--- src/rtl/serial_pkg.sv ---
// Shared types and constants for the serial inference frame controller.
package serial_pkg;

    typedef enum logic [2:0] {
        ST_IDLE     = 3'd0,
        ST_RX_PIX   = 3'd1,
        ST_CLASSIFY = 3'd2,
        ST_TX_RES   = 3'd3,
        ST_TX_MATCH = 3'd4
    } state_t;

    typedef enum logic [1:0] {
        TX_WAIT_RDY  = 2'd0,
        TX_WAIT_LOW  = 2'd1,
        TX_WAIT_HIGH = 2'd2
    } tx_phase_t;

    localparam logic [7:0] ASCII_0   = 8'h30;
    localparam logic [7:0] ASCII_Y   = 8'h59;
    localparam logic [7:0] ASCII_N   = 8'h4E;
    localparam logic [7:0] MAX_LABEL = 8'd9;

    function automatic logic [7:0] ascii_digit(input logic [3:0] d);
        return ASCII_0 + {4'd0, d};
    endfunction

endpackage

--- src/rtl/serial_frame_ctrl_pixel_assembler.sv ---
// Byte strobe detection and little-endian pixel assembly; issues one image
// buffer write per completed pixel in x-fastest raster order.
module pixel_assembler #(
    parameter int IMG_W         = 28,
    parameter int IMG_H         = 28,
    parameter int BYTES_PER_PIX = 4,
    parameter int ADDR_W        = 10
) (
    input  logic                         clk,
    input  logic                         rst_n,
    input  logic                         rx_ready,
    input  logic [7:0]                   rx_data,
    input  logic                         accept,
    input  logic                         clear,
    output logic                         strobe,
    output logic                         wr_en,
    output logic [ADDR_W-1:0]            wr_addr,
    output logic [8*BYTES_PER_PIX-1:0]   wr_data,
    output logic                         pix_done
);

    localparam int IW = (BYTES_PER_PIX > 1) ? $clog2(BYTES_PER_PIX) : 1;
    localparam int XW = (IMG_W > 1) ? $clog2(IMG_W) : 1;
    localparam int YW = (IMG_H > 1) ? $clog2(IMG_H) : 1;

    logic                       rx_ready_q, rx_ready_d;
    logic [IW-1:0]              byte_idx_q, byte_idx_d;
    logic [8*BYTES_PER_PIX-1:0] acc_q, acc_d;
    logic                       wr_en_q, wr_en_d;
    logic [XW-1:0]              x_q, x_d;
    logic [YW-1:0]              y_q, y_d;
    logic                       take;

    assign strobe = rx_ready & ~rx_ready_q;
    assign take   = strobe & accept;

    always_comb begin
        rx_ready_d = rx_ready;
        byte_idx_d = byte_idx_q;
        // The accumulator empties in the write cycle, but a byte landing in
        // that same cycle still belongs to the next pixel.
        acc_d      = wr_en_q ? '0 : acc_q;
        wr_en_d    = 1'b0;
        x_d        = x_q;
        y_d        = y_q;

        if (wr_en_q) begin
            if (x_q == XW'(IMG_W - 1)) begin
                x_d = '0;
                y_d = (y_q == YW'(IMG_H - 1)) ? '0 : y_q + YW'(1);
            end else begin
                x_d = x_q + XW'(1);
            end
        end

        if (take) begin
            acc_d[8*byte_idx_q +: 8] = rx_data;
            if (byte_idx_q == IW'(BYTES_PER_PIX - 1)) begin
                byte_idx_d = '0;
                wr_en_d    = 1'b1;
            end else begin
                byte_idx_d = byte_idx_q + IW'(1);
            end
        end

        if (clear) begin
            byte_idx_d = '0;
            acc_d      = '0;
            wr_en_d    = 1'b0;
            x_d        = '0;
            y_d        = '0;
        end
    end

    always_ff @(posedge clk or negedge rst_n) begin
        if (!rst_n) begin
            rx_ready_q <= 1'b0;
            byte_idx_q <= '0;
            acc_q      <= '0;
            wr_en_q    <= 1'b0;
            x_q        <= '0;
            y_q        <= '0;
        end else begin
            rx_ready_q <= rx_ready_d;
            byte_idx_q <= byte_idx_d;
            acc_q      <= acc_d;
            wr_en_q    <= wr_en_d;
            x_q        <= x_d;
            y_q        <= y_d;
        end
    end

    assign wr_en    = wr_en_q;
    assign wr_data  = acc_q;
    assign wr_addr  = ADDR_W'(y_q) * ADDR_W'(IMG_W) + ADDR_W'(x_q);
    assign pix_done = wr_en_q && (x_q == XW'(IMG_W - 1)) && (y_q == YW'(IMG_H - 1));

endmodule

--- src/rtl/serial_frame_ctrl.sv ---
// Sequences one inference transaction: label byte, pixel stream into the
// image buffer, classifier request, then result digit and Y/N over the UART.
module serial_frame_ctrl
    import serial_pkg::*;
#(
    parameter int IMG_W          = 28,
    parameter int IMG_H          = 28,
    parameter int BYTES_PER_PIX  = 4,
    parameter int ADDR_W         = 10,
    parameter int TIMEOUT_CYCLES = 5000000
) (
    input  logic                       sys_clk,
    input  logic                       rst,
    input  logic                       rx_ready,
    input  logic [7:0]                 rx_data,
    input  logic                       tx_ready,
    output logic                       tx_start,
    output logic [7:0]                 tx_data,
    output logic                       wr_en,
    output logic [ADDR_W-1:0]          wr_addr,
    output logic [8*BYTES_PER_PIX-1:0] wr_data,
    output logic                       cls_start,
    input  logic                       cls_done,
    input  logic [3:0]                 cls_label,
    output logic                       busy,
    output logic                       frame_done,
    output logic                       match,
    output logic                       err
);

    localparam int TW = $clog2(TIMEOUT_CYCLES + 1);
    localparam logic [TW-1:0] TIMER_LAST = TW'(TIMEOUT_CYCLES - 1);

    state_t        state_q, state_d;
    tx_phase_t     phase_q, phase_d;
    logic [3:0]    label_q, label_d;
    logic [3:0]    res_q, res_d;
    logic [TW-1:0] timer_q, timer_d;
    logic          tx_start_q, tx_start_d;
    logic [7:0]    tx_data_q, tx_data_d;
    logic          cls_start_q, cls_start_d;
    logic          frame_done_q, frame_done_d;
    logic          match_q, match_d;
    logic          err_q, err_d;

    logic          strobe;
    logic          pix_done;
    logic          asm_clear;

    pixel_assembler #(
        .IMG_W         (IMG_W),
        .IMG_H         (IMG_H),
        .BYTES_PER_PIX (BYTES_PER_PIX),
        .ADDR_W        (ADDR_W)
    ) u_asm (
        .clk      (sys_clk),
        .rst_n    (rst),
        .rx_ready (rx_ready),
        .rx_data  (rx_data),
        .accept   (state_q == ST_RX_PIX),
        .clear    (asm_clear),
        .strobe   (strobe),
        .wr_en    (wr_en),
        .wr_addr  (wr_addr),
        .wr_data  (wr_data),
        .pix_done (pix_done)
    );

    always_comb begin
        state_d      = state_q;
        phase_d      = phase_q;
        label_d      = label_q;
        res_d        = res_q;
        timer_d      = '0;
        tx_start_d   = 1'b0;
        tx_data_d    = tx_data_q;
        cls_start_d  = 1'b0;
        frame_done_d = frame_done_q;
        match_d      = match_q;
        err_d        = err_q;
        asm_clear    = 1'b0;

        case (state_q)
            ST_IDLE: begin
                if (strobe) begin
                    if (rx_data <= MAX_LABEL) begin
                        label_d      = rx_data[3:0];
                        frame_done_d = 1'b0;
                        state_d      = ST_RX_PIX;
                    end else begin
                        err_d = 1'b1;
                    end
                end
            end

            ST_RX_PIX: begin
                // A strobe always beats a coincident timeout.
                if (pix_done) begin
                    state_d      = ST_CLASSIFY;
                    cls_start_d  = 1'b1;
                    frame_done_d = 1'b1;
                end else if (strobe) begin
                    timer_d = '0;
                end else if (timer_q == TIMER_LAST) begin
                    err_d     = 1'b1;
                    asm_clear = 1'b1;
                    state_d   = ST_IDLE;
                end else begin
                    timer_d = timer_q + TW'(1);
                end
            end

            ST_CLASSIFY: begin
                if (strobe) begin
                    err_d = 1'b1;
                end
                if (cls_done) begin
                    res_d   = cls_label;
                    match_d = (cls_label == label_q);
                    state_d = ST_TX_RES;
                    phase_d = TX_WAIT_RDY;
                end
            end

            ST_TX_RES, ST_TX_MATCH: begin
                if (strobe) begin
                    err_d = 1'b1;
                end
                case (phase_q)
                    TX_WAIT_RDY: begin
                        if (tx_ready) begin
                            tx_start_d = 1'b1;
                            tx_data_d  = (state_q == ST_TX_RES) ? ascii_digit(res_q)
                                                                : (match_q ? ASCII_Y : ASCII_N);
                            phase_d    = TX_WAIT_LOW;
                        end
                    end
                    TX_WAIT_LOW: begin
                        if (!tx_ready) begin
                            phase_d = TX_WAIT_HIGH;
                        end
                    end
                    TX_WAIT_HIGH: begin
                        if (tx_ready) begin
                            phase_d = TX_WAIT_RDY;
                            state_d = (state_q == ST_TX_RES) ? ST_TX_MATCH : ST_IDLE;
                        end
                    end
                    default: phase_d = TX_WAIT_RDY;
                endcase
            end

            default: state_d = ST_IDLE;
        endcase
    end

    always_ff @(posedge sys_clk or negedge rst) begin
        if (!rst) begin
            state_q      <= ST_IDLE;
            phase_q      <= TX_WAIT_RDY;
            label_q      <= '0;
            res_q        <= '0;
            timer_q      <= '0;
            tx_start_q   <= 1'b0;
            tx_data_q    <= '0;
            cls_start_q  <= 1'b0;
            frame_done_q <= 1'b0;
            match_q      <= 1'b0;
            err_q        <= 1'b0;
        end else begin
            state_q      <= state_d;
            phase_q      <= phase_d;
            label_q      <= label_d;
            res_q        <= res_d;
            timer_q      <= timer_d;
            tx_start_q   <= tx_start_d;
            tx_data_q    <= tx_data_d;
            cls_start_q  <= cls_start_d;
            frame_done_q <= frame_done_d;
            match_q      <= match_d;
            err_q        <= err_d;
        end
    end

    assign tx_start   = tx_start_q;
    assign tx_data    = tx_data_q;
    assign cls_start  = cls_start_q;
    assign busy       = (state_q != ST_IDLE);
    assign frame_done = frame_done_q;
    assign match      = match_q;
    assign err        = err_q;

endmodule

--- config.mk ---
export PLATFORM = sky130hd
export DESIGN_NAME = serial_frame_ctrl
export DESIGN_NICKNAME = d
export VERILOG_FILES = /design/src/rtl/serial_pkg.sv /design/src/rtl/serial_frame_ctrl_pixel_assembler.sv /design/src/rtl/serial_frame_ctrl.sv
export SDC_FILE = /design/constraint.sdc
export NUM_CORES = 1
export LEC_CHECK = 0
export BUFFER_PORTS_ARGS = -buffer_cell sky130_fd_sc_hd__clkbuf_2
export CAP_MARGIN = 10
export CELL_PAD_IN_SITES_DETAIL_PLACEMENT = 1
export CELL_PAD_IN_SITES_GLOBAL_PLACEMENT = 2
export CORE_ASPECT_RATIO = 0.7
export CORE_MARGIN = 5
export CORE_UTILIZATION = 36
export DETAILED_ROUTE_END_ITERATION = 10
export GPL_ROUTABILITY_DRIVEN = 1
export PLACE_DENSITY_LB_ADDON = 0.05
export SYNTH_ARGS = -nofsm -noshare
export SYNTH_HDL_FRONTEND = slang
export SYNTH_SLANG_ARGS = --single-unit
--- constraint.sdc ---
create_clock -name sys_clk -period 4.12 [get_ports sys_clk]
set_clock_uncertainty 0.2 [all_clocks]
set_input_delay 0.824 -clock sys_clk [delete_from_list [all_inputs] [get_ports sys_clk]]
set_output_delay 0.824 -clock sys_clk [all_outputs]
set_load 0.1 [all_outputs]
==> metrics list, run 1 <==
- CTS built an H-tree with a depth of 3.
- # setup viols final: 0
- The tree is rooted in a sky130_fd_sc_hd__clkbuf_16.
- Final TNS setup: 0 ps
- For this run, design rule violations remaining after detail routing come to 0.
* Via-to-Cell Ratio: 5.14
* Layout-stage area growth over the synthesis result: 19.4%
- Synthesized-area fraction occupied by and/or/nand/nor cells: 19.8%
- Drt first-iter violations: 147
- Cell count after placement: 723
- 0 antenna diodes ended up in the layout.
* Clock insertion delay at the later pin of the skew report: 350 ps
- After global routing the overflow that remains totals 0.
- In the synthesized netlist, mux cells make up 2.70% of the area.
- The die covers 16,100 um^2.
- Routed len/inst: 16.8 um
- The synthesized netlist devotes 6.06% of its cell area to XOR and XNOR gates.
* Height of the chip: 108 um
- Power density over the cells: 657 nW/um^2
- Setup repair after global routing could not meet its margin everywhere.
- Nature of the critical path startpoint: register
- Counting flops with a built-in enable in the synthesized netlist gives 0.
- GRT Resource Usage Total: 16.2%
- The congestion estimate from routability-driven global placement came to 0.776.
* Async set or reset register ratio after synthesis: 100%
- Start point of the critical path: u_asm.y_q[2]
* Non-filler cells, final: 744
* Dominant combinational cell family by area after synthesis: simple AND/OR/NAND/NOR gates
* Peak supply drop: 0.000266 V
- Buffers inserted during clock tree synthesis total 9.
- When the netlist entered floorplanning its net count stood at 528.
- The floorplan has 35 rows.
- Vias after detailed routing: 3,827
- STA classifies the critical path endpoint as an output port.
- Initial cell density of the core: 37.1%
* Count of state elements after synthesis: 94
- Walking the worst path, the cells encountered are fa_1 > ha_2 > inv_2 > fa_2 > nand2b_4 > a21oi_2 > or3_1 > nand4_1 > xor2_2 > buf_12.
- Vias in the first global route: 3,897
- Master of the slowest instance on the critical path: sky130_fd_sc_hd__fa_1
- Number of distinct library cell variants in the gate-level netlist after synthesis: 50
- In this run the tool buffered the top-level ports with 72 buffer cells.
* Initial antenna violation count: 0
- The startpoint identified for the worst hold timing path is frame_done.
- Share of synthesized cell area in full adder, half adder and majority cells: 7.79%
* Normalized max-slew margin: 21.3%
* Worst Max-Slew Pin Slew: 1170 ps
- Averaged over all synthesized cells, the footprint is 10.2 um^2.
- STA puts the critical path data arrival time at 3030 ps.
- Area of all sequential standard cells: 2360 um^2
- For this run, the number of Yosys warnings is 0.
- For this block, the routed nets add up to 12,500 um of wire.
- The filler cells instantiated in the layout total 1,530.
- Post-Synthesis Cell Area: 4920 um^2
- Timing would allow up to 247 MHz.
- Remaining antenna violation count after routing: 0
- Clk slew on worst S/H paths: 60 ps
- In the final layout, the multi-input gates occupy 2440 um^2.
* Clock Sinks: 94
- The min-delay analysis places its worst path in the category register to register.
- Final Max Tran Viols: 0
- Sequential elements use 47.8% of the synthesized area.
- Top-level port count: 74
* Slowest stage delay, CP: 550 ps
- Final HPWL from detailed placement: 9010 um
* Layout cells sized above 1: 23.4%
- Across all register-to-register paths, the minimum setup slack is 1300 ps.
- The first TritonRoute pass finished after 4 iterations.
- TritonCTS built the clock tree.
- The tool flagged a number of max-cap violations equal to 0.
- Result of the run: finished, final reports clean
- Beginning of the worst register-to-register path: u_asm.y_q[2]
- In the final design database the tool counted 598 nets.
- The count of final hold-check violations is 0.
- The first global-routing pass estimated 20,800 um of wire.
- Largest net degree at the start of global routing: 54
- Die extent in x: 150 um
- Post-synthesis cell count: 484
* Worst setup path category: register to output port
- Hold Path Cell Cnt: 2
- The clock passes through at most 2 buffers.
- Post-synth top flop: sky130_fd_sc_hd__dfrtp_1
- The worst path uses 98.3% of the clock period.
- Leakage component of the power: 2.87 nW
- Summing the areas of all compound-gate instances in the mapped netlist gives 11.2% of the synthesized area.
* Placeable Area: 13,300 um^2
- The smallest clock period supported by the final layout is computed as 4050 ps.
- Cell depth of the worst flop-to-flop path: 9
- Required time at the endpoint of the critical path: 3100 ps
* Maximum fanout count along the critical path: 7
==> cells by family (layout without fill, tap and decap cells) <==
family	Yosys count	in the layout
multiplexers	12	12
AO/OA/AOI/OAI	87	87
other	1	1
flip-flops	94	94
AND/OR/NAND/NOR	189	189
adder cells (fa/ha/maj)	27	27
buffers and inverters	40	115
XOR/XNOR	34	34
==> Yosys cell counts, types with 2 or more instances <==
master,n,area (um^2)
sky130_fd_sc_hd__dfrtp_1,94,2350
sky130_fd_sc_hd__nor2_1,80,300
sky130_fd_sc_hd__a21oi_1,30,150
sky130_fd_sc_hd__xor2_1,26,228
sky130_fd_sc_hd__a22oi_1,24,180
sky130_fd_sc_hd__ha_1,21,263
sky130_fd_sc_hd__nand2_1,21,78.8
sky130_fd_sc_hd__inv_1,18,67.6
sky130_fd_sc_hd__nand3_1,18,90.1
sky130_fd_sc_hd__nor3b_1,13,97.6
sky130_fd_sc_hd__o21ai_0,12,60.1
sky130_fd_sc_hd__a31oi_1,10,62.6
sky130_fd_sc_hd__mux2_2,10,113
sky130_fd_sc_hd__nor3_1,10,50.1
sky130_fd_sc_hd__and3_1,9,56.3
sky130_fd_sc_hd__nand4_1,8,50.1
sky130_fd_sc_hd__xnor2_1,8,70.1
sky130_fd_sc_hd__buf_2,6,30.0
sky130_fd_sc_hd__buf_6,6,67.6
sky130_fd_sc_hd__fa_1,6,120
sky130_fd_sc_hd__buf_4,5,37.5
sky130_fd_sc_hd__a21o_1,4,30.0
sky130_fd_sc_hd__clkbuf_1,4,15.0
sky130_fd_sc_hd__nand2b_1,4,25.0
sky130_fd_sc_hd__nor4_1,4,25.0
sky130_fd_sc_hd__and3b_1,3,26.3
sky130_fd_sc_hd__and4_1,3,26.3
sky130_fd_sc_hd__nor2b_1,3,18.8
sky130_fd_sc_hd__mux2i_1,2,20.0
sky130_fd_sc_hd__or3_1,2,12.5
==> per-stage QoR <==
stage	setup WS (ps)	area (um^2)	hold slack, ps	util [%]	power [mW]
floorplan	-99.3	4950	251	-	2.70
global placement	344	5470	254	41.2	2.97
detailed placement	307	5470	257	41.2	3.00
CTS	17.8	5770	275	43.5	3.86
global route	-65.2	5870	303	44.3	4.05
finish	69.1	5870	282	44.3	3.86
==> final cells by class <==
cell class	count	share of cell area, %
Clock inverter	6	1.17
Timing Repair Buffer	81	8.10
Clock buffer	10	3.90
Inverter	18	1.15
Tap cell	185	3.94
Multi-Input combinational cell	350	41.6
Sequential cell	94	40.1
==> where the power goes <==
part | internal [mW] | leakage, nW | total, mW | switching (mW)
Sequential | 1.06 | 1.25 | 1.19 | 0.130
Combinational | 0.365 | 1.47 | 1.82 | 1.45
Clock | 0.475 | 0.143 | 0.848 | 0.373
Total | 1.90 | 2.87 | 3.86 | 1.96
==> worst max-delay path, delay by kind of cell, from the launching register on <==
kind	cells	cell delay [ps]
flip-flops	1	480
XOR/XNOR	1	240
adder cells (fa/ha/maj)	3	1130
AND/OR/NAND/NOR	3	450
AO/OA/AOI/OAI	1	150
buffers and inverters	2	240
==> path summary, 6_finish.rpt <==
check / end
worst max register to register: u_asm.wr_data[10]
max in group asynchronous: u_asm.wr_data[28]
worst max-delay path: wr_addr[9]
worst min register to register: frame_done
min in group asynchronous: timer_q[1]
worst min-delay path: frame_done
==> cells in the final DEF, fill, tap and decap left out, drive strengths merged, types with 8 or more instances in the layout <==
cell type / n
nor3: 10
o21ai: 12
inv: 20
clkbuf: 78
nor3b: 13
nor2: 81
a31oi: 10
nand4: 8
xnor2: 8
buf: 13
ha: 21
a22oi: 24
dfrtp: 94
nand2: 21
and3: 9
a21oi: 30
nand3: 18
xor2: 26
mux2: 10
==> routing by layer <==
layer	vias up	part of all wire, %	global-route usage, %
met5	-	0	0
met4	0	1.5	4.31
met3	13	3.6	3.91
met2	68	45	24.8
met1	1924	49	22.9
li1	1822	-	-
==> state kept, by name (all words and copies together), names as in the netlist, 2 cells and up <==
signal,cells
state_q,3
res_q,4
timer_q,23
label_q,4
tx_data,7
u_asm.x_q,5
u_asm.y_q,5
u_asm.byte_idx_q,2
u_asm.wr_data,32
phase_q,2
==> timing repair <==
| action | CTS | global route |
|---|---|---|
| hold buffers | 0 | 0 |
| resized for setup | 2 | 15 |
| endpoints found under the setup margin | 3 | 4 |
| setup buffers | 0 | 5 |
| pin swaps | 0 | 7 |
| cloned | 0 | 0 |
No activity file was read; power rests on OpenSTA's default activity.
==> run 2: changes to the inputs <==
==> constraint.sdc (replaced) <==
create_clock -name sys_clk -period 4 [get_ports sys_clk]
set_clock_uncertainty 0.2 [all_clocks]
set_input_delay 0.8 -clock sys_clk [delete_from_list [all_inputs] [get_ports sys_clk]]
set_output_delay 0.8 -clock sys_clk [all_outputs]
set_load 0.1 [all_outputs]
==> run 2 against run 1 <==
First-iteration DRC count shrank 27%. Flip-flop and latch count unchanged. Clock-buffer cell count did not move. Final cell count unchanged. Die area unchanged. Critical endpoint unchanged. Largest cell class unchanged.
==> metrics list, run 2 (synthesized netlist as in run 1, its figures left out) <==
* Capture point of the worst reg-to-reg path: tx_data[5] (was u_asm.wr_data[10])
- Chain of cells forming the critical path: fa_1 > ha_2 > inv_2 > fa_2 > nand2b_4 > a21oi_4 > or3_1 > nand4_1 > xor2_4 > buf_12 (was fa_1 > ha_2 > inv_2 > fa_2 > nand2b_4 > a21oi_2 > or3_1 > nand4_1 > xor2_2 > buf_12).
- The antenna diode count was 0 (unchanged).
* Power density over the cells: 679 nW/um^2 (was 657 nW/um^2)
- The number of DRC violations after detailed routing came to 0 (unchanged).
* Routed len/inst: 16.8 um (about the same)
- Class of the tightest hold or removal check: input pin to async pin (was register to register)
* Sw frac: 49.6% (was 50.7%)
* Height of the chip: 108 um (unchanged)
* Leakage component of the power: 2.90 nW (was 2.87 nW)
* Area of all sequential standard cells: 2360 um^2 (unchanged)
- The normalized max-slew margin came to 31.3% (was 21.3%).
- The fraction of layout cells with a size suffix above 1 came to 23.8% (was 23.4%).
- Remaining antenna violation count after routing: 0 (unchanged)
- Max Cap Viol: 0 (unchanged)
* Endpoint type of the worst setup path: output port (unchanged)
* Via-to-Cell Ratio: 5.09 (was 5.14)
* Row count: 35 (unchanged)
- The final global-route overflow total came to 0 (unchanged).
- Die extent in x: 150 um (unchanged)
* Vias after detailed routing: 3,789 (was 3,827)
- Post-route fraction of the period consumed by the critical path: 98.5%
- Nature of the critical path startpoint: register (unchanged)
- The number of buffers added by the clock tree synthesis step came to 9 (unchanged).
- The violation count after the first detailed-route iteration is 107 (was 147).
- Flop-to-flop setup slack: 1450 ps (was 1300 ps)
- The biggest cell delay along the critical path is 540 ps (was 550 ps).
- The final wirelength came to 12,500 um (about the same).
* Initial cell density of the core: 37.1% (unchanged)
- Largest net degree at the start of global routing: 95 (was 54)
* Maximum fanout count along the critical path: 2 (was 7)
- Wire length of the first global-routing pass: 20,400 um (was 20,800 um)
* Top-level port count: 74 (unchanged)
- Total Die Area: 16,100 um^2 (unchanged)
- Clock network fraction of design power: 22.2% (was 22.0%)
* Routability cong.: 0.739 (was 0.776)
- Worst Max-Slew Pin Slew: 1030 ps (was 1170 ps)
- Leading cell type in the layout, fill and taps excluded: sky130_fd_sc_hd__dfrtp_1 (unchanged)
- Crit path time final: 3940 ps
* Final HPWL from detailed placement: 8650 um (was 9010 um)
- Result of the run: finished, final reports clean (unchanged)
- Clock Sinks: 94 (unchanged)
- The post-cts hold buffer count is 0 (unchanged).
- Final TNS setup: 0 ps (unchanged)
- The clock transition time at the flip-flop clock pins of the worst setup and hold paths is 70 ps (was 60 ps).
* CTS root buf: sky130_fd_sc_hd__clkbuf_16 (unchanged)
- Vias in the first global route: 3,960 (was 3,897)
- The multi-input combinational cell area came to 2490 um^2 (was 2440 um^2).
- Internal Pwr Total: 2.04 mW (was 1.90 mW)
- The placed cell count was 726 (was 723).
- GRT Resource Usage Total: 15.8% (was 16.2%)
* Clk buf depth: 2 (unchanged)
- The detailed-routing iteration count for the pre-antenna-repair pass was 4 (unchanged).
* Worst setup timing slack at the placement stage: 210 ps (was 307 ps)
- The initial antenna violation count was 0 (unchanged).
- Leading cell types in the layout, fill and taps excluded: 91 x sky130_fd_sc_hd__dfrtp_1, 80 x sky130_fd_sc_hd__nor2_1, 66 x sky130_fd_sc_hd__clkbuf_2 (was 91 x sky130_fd_sc_hd__dfrtp_1, 80 x sky130_fd_sc_hd__nor2_1, 68 x sky130_fd_sc_hd__clkbuf_2).
* Worst setup path category: register to output port (unchanged)
- The CTS tree is built (unchanged).
- Placeable Area: 13,300 um^2 (unchanged)
- Total number of H-tree levels: 3 (unchanged)
* Non-filler cells, final: 744 (unchanged)
- # setup viols final: 0 (unchanged)
- Post-route setup slack: 59.1 ps (was 69.1 ps)
* Final Max Tran Viols: 0 (unchanged)
- Required time at the endpoint of the critical path: 3000 ps (was 3100 ps)
- The sequential power share came to 30.3% (was 30.9%).
- The number of buffer cells added on primary ports is 72 (unchanged).
- The worst voltage drop across the vdd grid was 0.000243 V (was 0.000266 V).
- The net switching power figure is 2.01 mW (was 1.96 mW).
- The clock latency on the worst-skew pair came to 340 ps (was 350 ps).
- The count of nets after finishing is 600 (was 598).
* Master of the slowest instance on the critical path: sky130_fd_sc_hd__fa_1 (unchanged)
* Setup repair after global routing missed its margin: yes (unchanged)
- Count of fill cells added during filler insertion: 1,501 (was 1,530)
* Maximum operating frequency: 254 MHz
- Beginning of the worst register-to-register path: state_q[1] (was u_asm.y_q[2])
- Final hold viol count: 0 (unchanged)
* Arrival time reported for the critical path endpoint: 2940 ps (was 3030 ps)
* Flip-flop count of the largest register, all copies and words added: 32 (unchanged)
- Logic gate share of total power: 47.5% (was 47.1%)
* Layout-stage area growth over the synthesis result: 21.2% (was 19.4%)
- Cell depth of the worst flop-to-flop path: 4 (was 9)
[run 2: cell count changes in the layout (fill, tap and decap cells not counted), sizes merged]
cell,before,now
clkinvlp,1,0
inv,20,18
clkbuf,78,76
bufinv,1,2
buf,13,17
[run 2: layout make-up]
cell class,count,share of cell area [%]
well taps,185,3.88
inverters,18,1.13
clock inverters,4,1.24
flip-flops and latches,94,39.5
multi-input cells,350,41.8
clock buffers,10,3.84
repair buffers,83,8.52
[run 2: power groups by stage]
| stage | Combinational (mW) | Clock [mW] | Sequential (mW) |
|---|---|---|---|
| finish | 1.92 | 0.897 | 1.23 |
| global route | 2.02 | 0.960 | 1.25 |
| CTS | 1.91 | 0.923 | 1.23 |
| detailed placement | 1.87 | 0 | 1.24 |
| global placement | 1.85 | 0 | 1.24 |
| floorplan | 0.926 | 0 | 1.86 |
[run 2: through the flow]
stage          utilization [%]  instance area (um^2)  power (mW)  hold slack, ps
5_1_grt                   44.9                  5960        4.23             288
3_5_place_dp              41.7                  5530        3.11             263
2_1_floorplan                -                  4970        2.79             251
4_1_cts                   44.6                  5920        4.06             278
3_3_place_gp              41.7                  5530        3.09             256
6_report                  44.9                  5960        4.05             257
[run 2: layer usage]
metal  track usage [%]  part of all wire (%)  vias up
met5                 0                     0        -
met4              4.11                  0.98        0
met3              3.41                   3.2       11
met2              25.4                    47       53
met1              21.8                    49     1904
li1                  -                     -     1821
[run 2: what timing repair did]
item	4_1_cts	5_1_grt
resized for setup	13	8
hold endpoints to repair	0	0
setup endpoints to repair	3	3
setup buffers	4	0
pin swaps	8	5
cloned	0	0
[run 2: how the worst max path moves through the flow]
| stage | slack [ps] | start | endpoint |
|---|---|---|---|
| after CTS | -30 | u_asm.y_q[0] | wr_addr[9] |
| after global routing | -50 | u_asm.y_q[0] | wr_addr[9] |
| final | 60 | u_asm.y_q[0] | wr_addr[9] |
| after global placement | 250 | u_asm.y_q[0] | wr_addr[9] |
| after detailed placement | 210 | u_asm.y_q[0] | wr_addr[9] |
| after floorplan | -70 | u_asm.y_q[2] | wr_addr[8] |
[run 2: critical path, delay by kind of cell, from the launching register on]
| family | cells | cell delay (ps) |
|---|---|---|
| DFF | 1 | 420 |
| AOI/OAI and AO/OA | 1 | 120 |
| adders and majority gates | 3 | 1110 |
| and+or+nand+nor | 3 | 520 |
| xor gates and xnor gates | 1 | 220 |
| buffers and inverters | 2 | 220 |
